==> config.mk <==
export PLATFORM = sky130hd
export DESIGN_NAME = uart_rx_param
export DESIGN_NICKNAME = d
export VERILOG_FILES = /design/src/rtl/uart_rx_param.sv
export SDC_FILE = /design/constraint.sdc
export NUM_CORES = 1
export LEC_CHECK = 0
export BUFFER_PORTS_ARGS = -buffer_cell sky130_fd_sc_hd__buf_2
export CORE_MARGIN = 3
export CORE_UTILIZATION = 40
export CTS_BUF_LIST = sky130_fd_sc_hd__clkbuf_2
export CTS_CLUSTER_SIZE = 20
export DETAILED_ROUTE_END_ITERATION = 6
export PLACE_DENSITY = 0.68
export SLEW_MARGIN = 40
export SYNTH_ARGS = -nofsm -noshare
export SYNTH_HDL_FRONTEND = slang
export SYNTH_SLANG_ARGS = --single-unit
==> constraint.sdc <==
create_clock -name clk -period 4.1 [get_ports clk]
set_input_delay 0.615 -clock clk [delete_from_list [all_inputs] [get_ports clk]]
set_output_delay 0.615 -clock clk [all_outputs]
set_load 0.01 [all_outputs]
==> src/rtl/uart_rx_param.sv <==
// rtl/uart_rx_param.sv - parametrised UART receiver with majority sampling and valid/ready output
module uart_rx_param #(
    parameter int CLKS_PER_BIT = 434,
    parameter int DATA_BITS    = 8,
    parameter int PARITY       = 0,
    parameter int STOP_BITS    = 1
) (
    input  logic                 clk,
    input  logic                 rst,
    input  logic                 rx,
    output logic [DATA_BITS-1:0] o_data,
    output logic                 o_valid,
    input  logic                 i_ready,
    output logic                 o_parity_err,
    output logic                 o_frame_err,
    output logic                 o_overrun,
    output logic                 o_busy
);

    localparam int TW = $clog2(CLKS_PER_BIT);
    localparam int BW = $clog2(DATA_BITS);

    localparam logic [TW-1:0] T_LAST = TW'(CLKS_PER_BIT - 1);
    localparam logic [TW-1:0] T_M1   = TW'(CLKS_PER_BIT / 2 - 1);
    localparam logic [TW-1:0] T_MID  = TW'(CLKS_PER_BIT / 2);
    localparam logic [TW-1:0] T_SAMP = TW'(CLKS_PER_BIT / 2 + 1);
    localparam logic [BW-1:0] B_LAST = BW'(DATA_BITS - 1);

    typedef enum logic [2:0] {
        S_IDLE,
        S_START,
        S_DATA,
        S_PAR,
        S_STOP,
        S_DONE,
        S_WAIT
    } state_t;

    state_t                 state;
    state_t                 state_nx;
    logic                   rx_meta;
    logic                   rxs;
    logic [TW-1:0]          timer;
    logic                   vote0;
    logic                   vote1;
    logic                   maj;
    logic                   sample;
    logic [BW-1:0]          bit_cnt;
    logic                   stop_cnt;
    logic                   stop_last;
    logic [DATA_BITS-1:0]   shreg;
    logic                   perr;
    logic                   ferr;

    // Majority of the two earlier votes and the live sample at the capture point.
    assign maj       = (vote0 & vote1) | (vote0 & rxs) | (vote1 & rxs);
    assign sample    = (timer == T_SAMP);
    assign stop_last = (STOP_BITS == 1) ? 1'b1 : stop_cnt;
    assign o_busy    = (state != S_IDLE);

    // Two-flop synchroniser; rx is asynchronous to clk and idles high.
    always_ff @(posedge clk or negedge rst) begin
        if (!rst) begin
            rx_meta <= 1'b1;
            rxs     <= 1'b1;
        end else begin
            rx_meta <= rx;
            rxs     <= rx_meta;
        end
    end

    // State register.
    always_ff @(posedge clk or negedge rst) begin
        if (!rst) begin
            state <= S_IDLE;
        end else begin
            state <= state_nx;
        end
    end

    // Next-state logic; every bit decision happens at the sample point.
    always_comb begin
        state_nx = state;
        case (state)
            S_IDLE: begin
                if (!rxs) begin
                    state_nx = S_START;
                end
            end
            S_START: begin
                if (sample) begin
                    state_nx = maj ? S_IDLE : S_DATA;
                end
            end
            S_DATA: begin
                if (sample && (bit_cnt == B_LAST)) begin
                    state_nx = (PARITY != 0) ? S_PAR : S_STOP;
                end
            end
            S_PAR: begin
                if (sample) begin
                    state_nx = S_STOP;
                end
            end
            S_STOP: begin
                if (sample && stop_last) begin
                    state_nx = S_DONE;
                end
            end
            S_DONE: begin
                state_nx = rxs ? S_IDLE : S_WAIT;
            end
            S_WAIT: begin
                if (rxs) begin
                    state_nx = S_IDLE;
                end
            end
            default: begin
                state_nx = S_IDLE;
            end
        endcase
    end

    // Bit timer: held at zero while idle so it restarts exactly on entry to START.
    always_ff @(posedge clk or negedge rst) begin
        if (!rst) begin
            timer <= '0;
        end else if ((state == S_IDLE) || (state == S_WAIT) || (timer == T_LAST)) begin
            timer <= '0;
        end else begin
            timer <= timer + 1'b1;
        end
    end

    // Frame datapath: votes, shift register, bit/stop counters and per-word error flags.
    always_ff @(posedge clk or negedge rst) begin
        if (!rst) begin
            vote0    <= 1'b1;
            vote1    <= 1'b1;
            bit_cnt  <= '0;
            stop_cnt <= 1'b0;
            shreg    <= '0;
            perr     <= 1'b0;
            ferr     <= 1'b0;
        end else begin
            if (timer == T_M1) begin
                vote0 <= rxs;
            end
            if (timer == T_MID) begin
                vote1 <= rxs;
            end
            case (state)
                S_IDLE: begin
                    bit_cnt  <= '0;
                    stop_cnt <= 1'b0;
                    perr     <= 1'b0;
                    ferr     <= 1'b0;
                end
                S_DATA: begin
                    if (sample) begin
                        shreg   <= {maj, shreg[DATA_BITS-1:1]};
                        bit_cnt <= bit_cnt + 1'b1;
                    end
                end
                S_PAR: begin
                    if (sample) begin
                        perr <= (PARITY == 2) ? ~(^shreg ^ maj) : (^shreg ^ maj);
                    end
                end
                S_STOP: begin
                    if (sample) begin
                        if (!maj) begin
                            ferr <= 1'b1;
                        end
                        stop_cnt <= 1'b1;
                    end
                end
                default: begin
                end
            endcase
        end
    end

    // Output word register: deliver in DONE unless a word is still pending, else flag overrun.
    always_ff @(posedge clk or negedge rst) begin
        if (!rst) begin
            o_data       <= '0;
            o_valid      <= 1'b0;
            o_parity_err <= 1'b0;
            o_frame_err  <= 1'b0;
            o_overrun    <= 1'b0;
        end else begin
            if (o_valid && i_ready) begin
                o_overrun <= 1'b0;
            end
            if (state == S_DONE) begin
                if (!o_valid || i_ready) begin
                    o_data       <= shreg;
                    o_parity_err <= perr;
                    o_frame_err  <= ferr;
                    o_valid      <= 1'b1;
                end else begin
                    o_overrun <= 1'b1;
                end
            end else if (o_valid && i_ready) begin
                o_valid <= 1'b0;
            end
        end
    end

endmodule
==> results.toml, run 1 <==
[logic_synthesis]
yosys.area_share.simple = 0.1305
synth-seq-cells = 41
async_reset_ff_frac = 1.000
synth_ff_type = "dfrtp_1"
synth_edf_count = 0
syn-instance-count = 167
synth-adder-area-share = 0.04266
yosysSeqAreaShare = 0.5169
synth_mux_area_frac = 0.1280
synthDistinctLibCells = 43
synth_compound_area_frac = 0.07277
synth_xor_area_frac = 0.07277
syn-cell-area_um2 = 1994
synth_top_family_by_area = "simple AND/OR/NAND/NOR gates"
yosys_warnings = 0
synth_fp_nets = 177
avgSynthCellArea_um2 = 11.94

[floorplan]
io_pins = 17
die_w_um = 76.61
core-area_um2 = 4786
die_h_um = 76.61
start_util = 0.4167
die-area_um2 = 5869
row_count = 25

[placed_design]
dp_slack_ns = 2.052
finalWeightedCongestion = 0.7812
dpl.hpwl_mm = 2.306
io_buffer_count = 16

[sta]
report.final.slew_viol_count = 0
finalHoldViolations = 0
tns_ns = 0
worst_slew_pin_slew_ns = 0.7683
rsz0062_at_grt = "no"
setup_viol_count_final = 0
maxSlewHeadroom = 0.4878
fin_crit_sh = 0.5620
max_freq_mhz = 434.0
worst_slack_ns = 1.796
fin_skew_ns = 0.03371
period_needed_ns = 2.304

[drt]
vias = 1236
wirelength_mm = 3.270
dr.pass1.iters = 4
ant_nets = 0
drtIter0Drc = 72
via_per_inst = 4.944
drc = 0
post_drt_wl_per_cell_um = 13.08

[setup_path]
cpMaxStageDelayCell = "dfrtp_1"
critical-path-top-delay-family = "flip-flops"
crit_fanout = 16
cp-end-kind = "output pin"
required_ns = 3.48
cp_slowest_stage_delay_ns = 0.63
path_class = "reg -> out"
crit_chain = "or3_1 -> buf_2"
start_kind = "register"
cp_data_arrival_time_ns = 1.69
crit_buf_inv = 1

[cts]
cts.sinks = 41
tritoncts = "yes"
hold_buffers = 0
path_clk_slew_ns = 0.21
cts-root-buf = "clkbuf_2"
cts_buffer_depth = 2
cts_setup_buffers = 0
htree_levels = 2
clock_latency_ns = 0.39
cts_buffers = 5
cts_resized = 0

[global_route]
grt_max_degree = 42
antenna_found_initial = 0
grt_use_total = 0.1264
grt_pass1_wl_mm = 5.934
grt-ovfl-total = 0
grt_pass1_vias = 1236

[pwr]
powerDensity_nw_per_um2 = 294.5
leakagePower_nw = 1.060
ir_worst_vdd_mv = 0.1396

[finish]
drive_gt1_frac = 0.2678
n_fill_cell = 434
nNetsFinal = 193
final_core_util = 0.4575
n_antenna_cell = 0
syn_to_final_growth_pct = 9.787
multi_input_area_um2 = 890.9
ff_latch_area_um2 = 1031

[worst_hold_path]
hp-class = "in -> async"

[job]
drv_cap = 0

[run_status]
status = "finished clean"
-- Yosys cell counts, types with 3 or more instances --
master / count / area share
mux2i_1: 3 / 0.015
xor2_1: 4 / 0.018
a21oi_1: 3 / 0.0075
o21ai_0: 5 / 0.013
xnor2_1: 10 / 0.044
dfrtp_1: 37 / 0.46
nand3_1: 6 / 0.015
nor2_1: 11 / 0.021
and3_1: 3 / 0.0094
ha_1: 6 / 0.038
mux2_2: 18 / 0.10
clkbuf_1: 4 / 0.0075
inv_1: 11 / 0.021
dfstp_2: 4 / 0.053
nand2_1: 6 / 0.011
-- kinds of logic (layout without fill, tap and decap cells) --
family | count (synthesis) | after routing
AO/OA/AOI/OAI | 22 | 22
multiplexers | 23 | 23
adder cells (fa/ha/maj) | 7 | 7
flip-flops | 41 | 41
XOR/XNOR | 15 | 15
AND/OR/NAND/NOR | 41 | 41
buffers and inverters | 18 | 34
-- final cells by class --
type,instances,area share
flip-flops and latches,41,0.4709
clock buffers,5,0.01143
well taps,67,0.03829
clock inverters,2,0.01600
repair buffers,16,0.03771
inverters,11,0.01886
multi-input cells,108,0.4069
-- where the power goes --
part	total, W	switching (W)	internal, W
clock	0.000223	0.000124	0.0000991
sequential	0.000410	0.00000197	0.000408
combinational	0.0000123	0.00000943	0.00000289
-- final timing paths --
kind | from | slack, ns | endpoint | cells past startpoint
max | state[0] | 1.80 | o_busy | 2
min | rst | 0.15 | o_data[5] | 1
max reg2reg | state[0] | 2.04 | o_data[1] | 4
min reg2reg | rx_meta | 0.37 | rxs | 0
max in group asynchronous | rst | 3.54 | rx_meta | 1
min in group clk | rx | 0.33 | rx_meta | 1
-- per-layer routing --
| layer | vias up | routed length (µm) | GRT usage |
|---|---|---|---|
| met1 | 609 | 1637 | 0.1802 |
| met3 | 6 | 89 | 0.03310 |
| li1 | 606 | - | - |
| met5 | - | 0 | 0 |
| met2 | 15 | 1499 | 0.1837 |
| met4 | 0 | 43 | 0.04891 |
-- per-stage QoR --
step / instance area, µm² / instances / power, W / hold WS [ns]
global route: 2190 / 250 / 0.0006762 / 0.1403
floorplan: 1994 / 167 / 0.0004186 / 0.3194
CTS: 2190 / 250 / 0.0006558 / 0.1553
finish: 2190 / 250 / 0.0006448 / 0.1524
detailed placement: 2130 / 243 / 0.0004296 / 0.3475
global placement: 2127 / 243 / 0.0004290 / 0.3465
-- flip-flops by register name, indices dropped and copies added (netlist names), 3 cells and up --
| signal | cells |
|---|---|
| o_data | 8 |
| bit_cnt | 3 |
| state | 3 |
| timer | 9 |
| shreg | 8 |
-- layout by cell type, fill, tap and decap left out, types with 2 or more instances in the layout --
master and instances:
mux2_1 2, a21oi_1 3, or3_1 2, o22ai_1 2, mux2i_1 3, and3_1 3, nor3_1 2, nor2b_1 2
dfstp_2 4, ha_1 6, dfrtp_1 37, mux2_2 18, nor2_1 11, o21ai_0 5, o21a_1 2, inv_1 11
nand3_1 6, xor2_1 4, clkbuf_2 5, xnor2_1 10, a31oi_1 2, buf_2 15, nand2_1 6, a211oi_1 2
Power figures use the tool's default switching activity.
==> run 2: changes to the inputs <==
--- a/config.mk
+++ b/config.mk
@@ -11,7 +11,7 @@
 export CTS_BUF_LIST = sky130_fd_sc_hd__clkbuf_2
 export CTS_CLUSTER_SIZE = 20
 export DETAILED_ROUTE_END_ITERATION = 6
-export PLACE_DENSITY = 0.68
+export PLACE_DENSITY = 0.7
 export SLEW_MARGIN = 40
 export SYNTH_ARGS = -nofsm -noshare
 export SYNTH_HDL_FRONTEND = slang
==> constraint.sdc (replaced) <==
create_clock -name clk -period 2 [get_ports clk]
set_input_delay 0.3 -clock clk [delete_from_list [all_inputs] [get_ports clk]]
set_output_delay 0.3 -clock clk [all_outputs]
set_load 0.01 [all_outputs]
==> run 2 against run 1 <==
Power rose by 87%. Sequential power is 100% higher. Design area up 3.0%. Highest routed layer unchanged. Worst hold slack got worse by 0.073 ns. Critical path type unchanged. Sequential share of layout area down 1.4 points. Worst setup slack got worse by 1.7 ns.
==> results.toml, run 2 (synthesis gave the netlist of run 1 again) <==
[pwr]
powerDensity_nw_per_um2 = 535.9
switching_share = 0.2389
leakagePower_nw = 1.100
seqPwrFrac = 0.695
combPwrFrac = 0.024
ir_worst_vdd_mv = 0.3706
clkPwrFrac = 0.281
netSwitchingPower_w = 0.0002888
cellInternalPower_w = 0.0009202

[sta]
maxSlewHeadroom = 0.6609
finalHoldViolations = 0
rsz0062_at_grt = "no"
period_needed_ns = 1.876
setup_viol_count_final = 0
report.final.slew_viol_count = 0
tns_ns = 0
worst_slew_pin_slew_ns = 0.5086
fin_skew_ns = 0.004619
fin_crit_sh = 0.9378
max_freq_mhz = 533.2

[cts]
path_clk_slew_ns = 0.20
cts_buffer_depth = 2
cts_buffers = 5
clock_latency_ns = 0.39
cts.sinks = 41
cts-root-buf = "clkbuf_2"
tritoncts = "yes"
htree_levels = 2

[global_route]
antenna_found_initial = 0
grt-ovfl-total = 0
grt_use_total = 0.1299
grt_pass1_vias = 1314
grt_pass1_wl_mm = 6.210
grt_max_degree = 42

[drt]
ant_nets = 0
post_drt_wl_per_cell_um = 13.19
via_per_inst = 4.939
dr.pass1.iters = 4
wirelength_mm = 3.443
vias = 1289
drtIter0Drc = 73
drc = 0

[floorplan]
core-area_um2 = 4786
die_w_um = 76.61
start_util = 0.4167
die_h_um = 76.61
die-area_um2 = 5869
io_pins = 17
row_count = 25

[job]
drv_cap = 0

[finish]
top_register = "timer"
layout_common_cells = "dfrtp_1 (37), mux2_2 (18), buf_2 (16), nor2_1 (11), inv_1 (11)"
final_common_cell = "dfrtp_1"
n_antenna_cell = 0
largestRegisters = "timer: 9 flops, o_data: 8 flops, shreg: 8 flops"
nNetsFinal = 204
largest_reg_flops = 9
drive_gt1_frac = 0.2990
instances_no_fill = 261
syn_to_final_growth_pct = 13.11

[placed_design]
io_buffer_count = 16
finalWeightedCongestion = 0.8211
dp.cells = 251
dpl.hpwl_mm = 2.449

[setup_path]
required_ns = 1.70
cp_data_arrival_time_ns = 1.58
start_kind = "register"
worstSetupStartpoint = "state[1]"
r2r-start = "timer[5]"
path_class = "reg -> out"
cp-end-kind = "output pin"
crit_fanout = 8

[worst_hold_path]
hp-class = "in -> reg"
min_from = "i_ready"

[run_status]
status = "finished clean"
## run 2: critical path: stages, from the launching register on
cell	delay, ns
dfrtp_1	0.44
buf_4	0.17
or3_4	0.42
buf_2	0.16
## run 2: area by class of cell
type | instances | area (µm²)
multi-input combinational | 108 | 895.9
timing repair buffer | 27 | 167.7
clock buffer | 5 | 25.02
sequential | 41 | 1031
tap | 67 | 83.83
inverter | 11 | 41.29
fill | 431 | 2530
clock inverter | 2 | 11.26
## run 2: per-layer routing
metal / wire length, µm / global-route usage / vias to the layer above / share of wire
li1: - / - / 634 / -
met1: 1752 / 0.1822 / 639 / 0.51
met2: 1569 / 0.1977 / 12 / 0.46
met3: 71 / 0.02482 / 4 / 0.021
met4: 49 / 0.05254 / 0 / 0.014
met5: 0 / 0 / - / 0
## run 2: path summary, 6_finish.rpt
path	endpoint	slack [ns]	cells past startpoint
max reg2reg	shreg[4]	0.27	4
min in group asynchronous	o_data[7]	0.46	3
max in group asynchronous	rxs	1.16	3
min reg2reg	rxs	0.38	0
max	o_busy	0.12	3
min	o_overrun	0.08	2
## run 2: repair_timing
item,4_1_cts,5_1_grt
endpoints found under the setup margin,1,1
hold buffers,2,0
pin swaps,0,0
resized for setup,0,1
buffers inserted,1,0
hold endpoints to repair,38,0
## run 2: power groups by stage
stage	logic (W)	registers, W	clock network [W]
CTS	0.0000311	0.000840	0.000360
global placement	0.0000274	0.000854	0
detailed placement	0.0000282	0.000854	0
global route	0.0000347	0.000842	0.000398
floorplan	0.00000607	0.000852	0
finish	0.0000289	0.000840	0.000340
## run 2: metrics by stage
stage | hold WS (ns) | cell area, µm² | setup WS, ns | utilization | power [W]
after CTS | 0.04913 | 2251 | 0.02914 | 0.4703 | 0.001231
after detailed placement | 0.3543 | 2187 | 0.2957 | 0.4570 | 0.0008823
after floorplan | 0.004409 | 1994 | 0.2992 | - | 0.0008580
after global routing | 0.02863 | 2256 | 0.05683 | 0.4714 | 0.001275
after global placement | 0.3467 | 2187 | 0.3305 | 0.4570 | 0.0008811
final | 0.07963 | 2256 | 0.1245 | 0.4714 | 0.001209
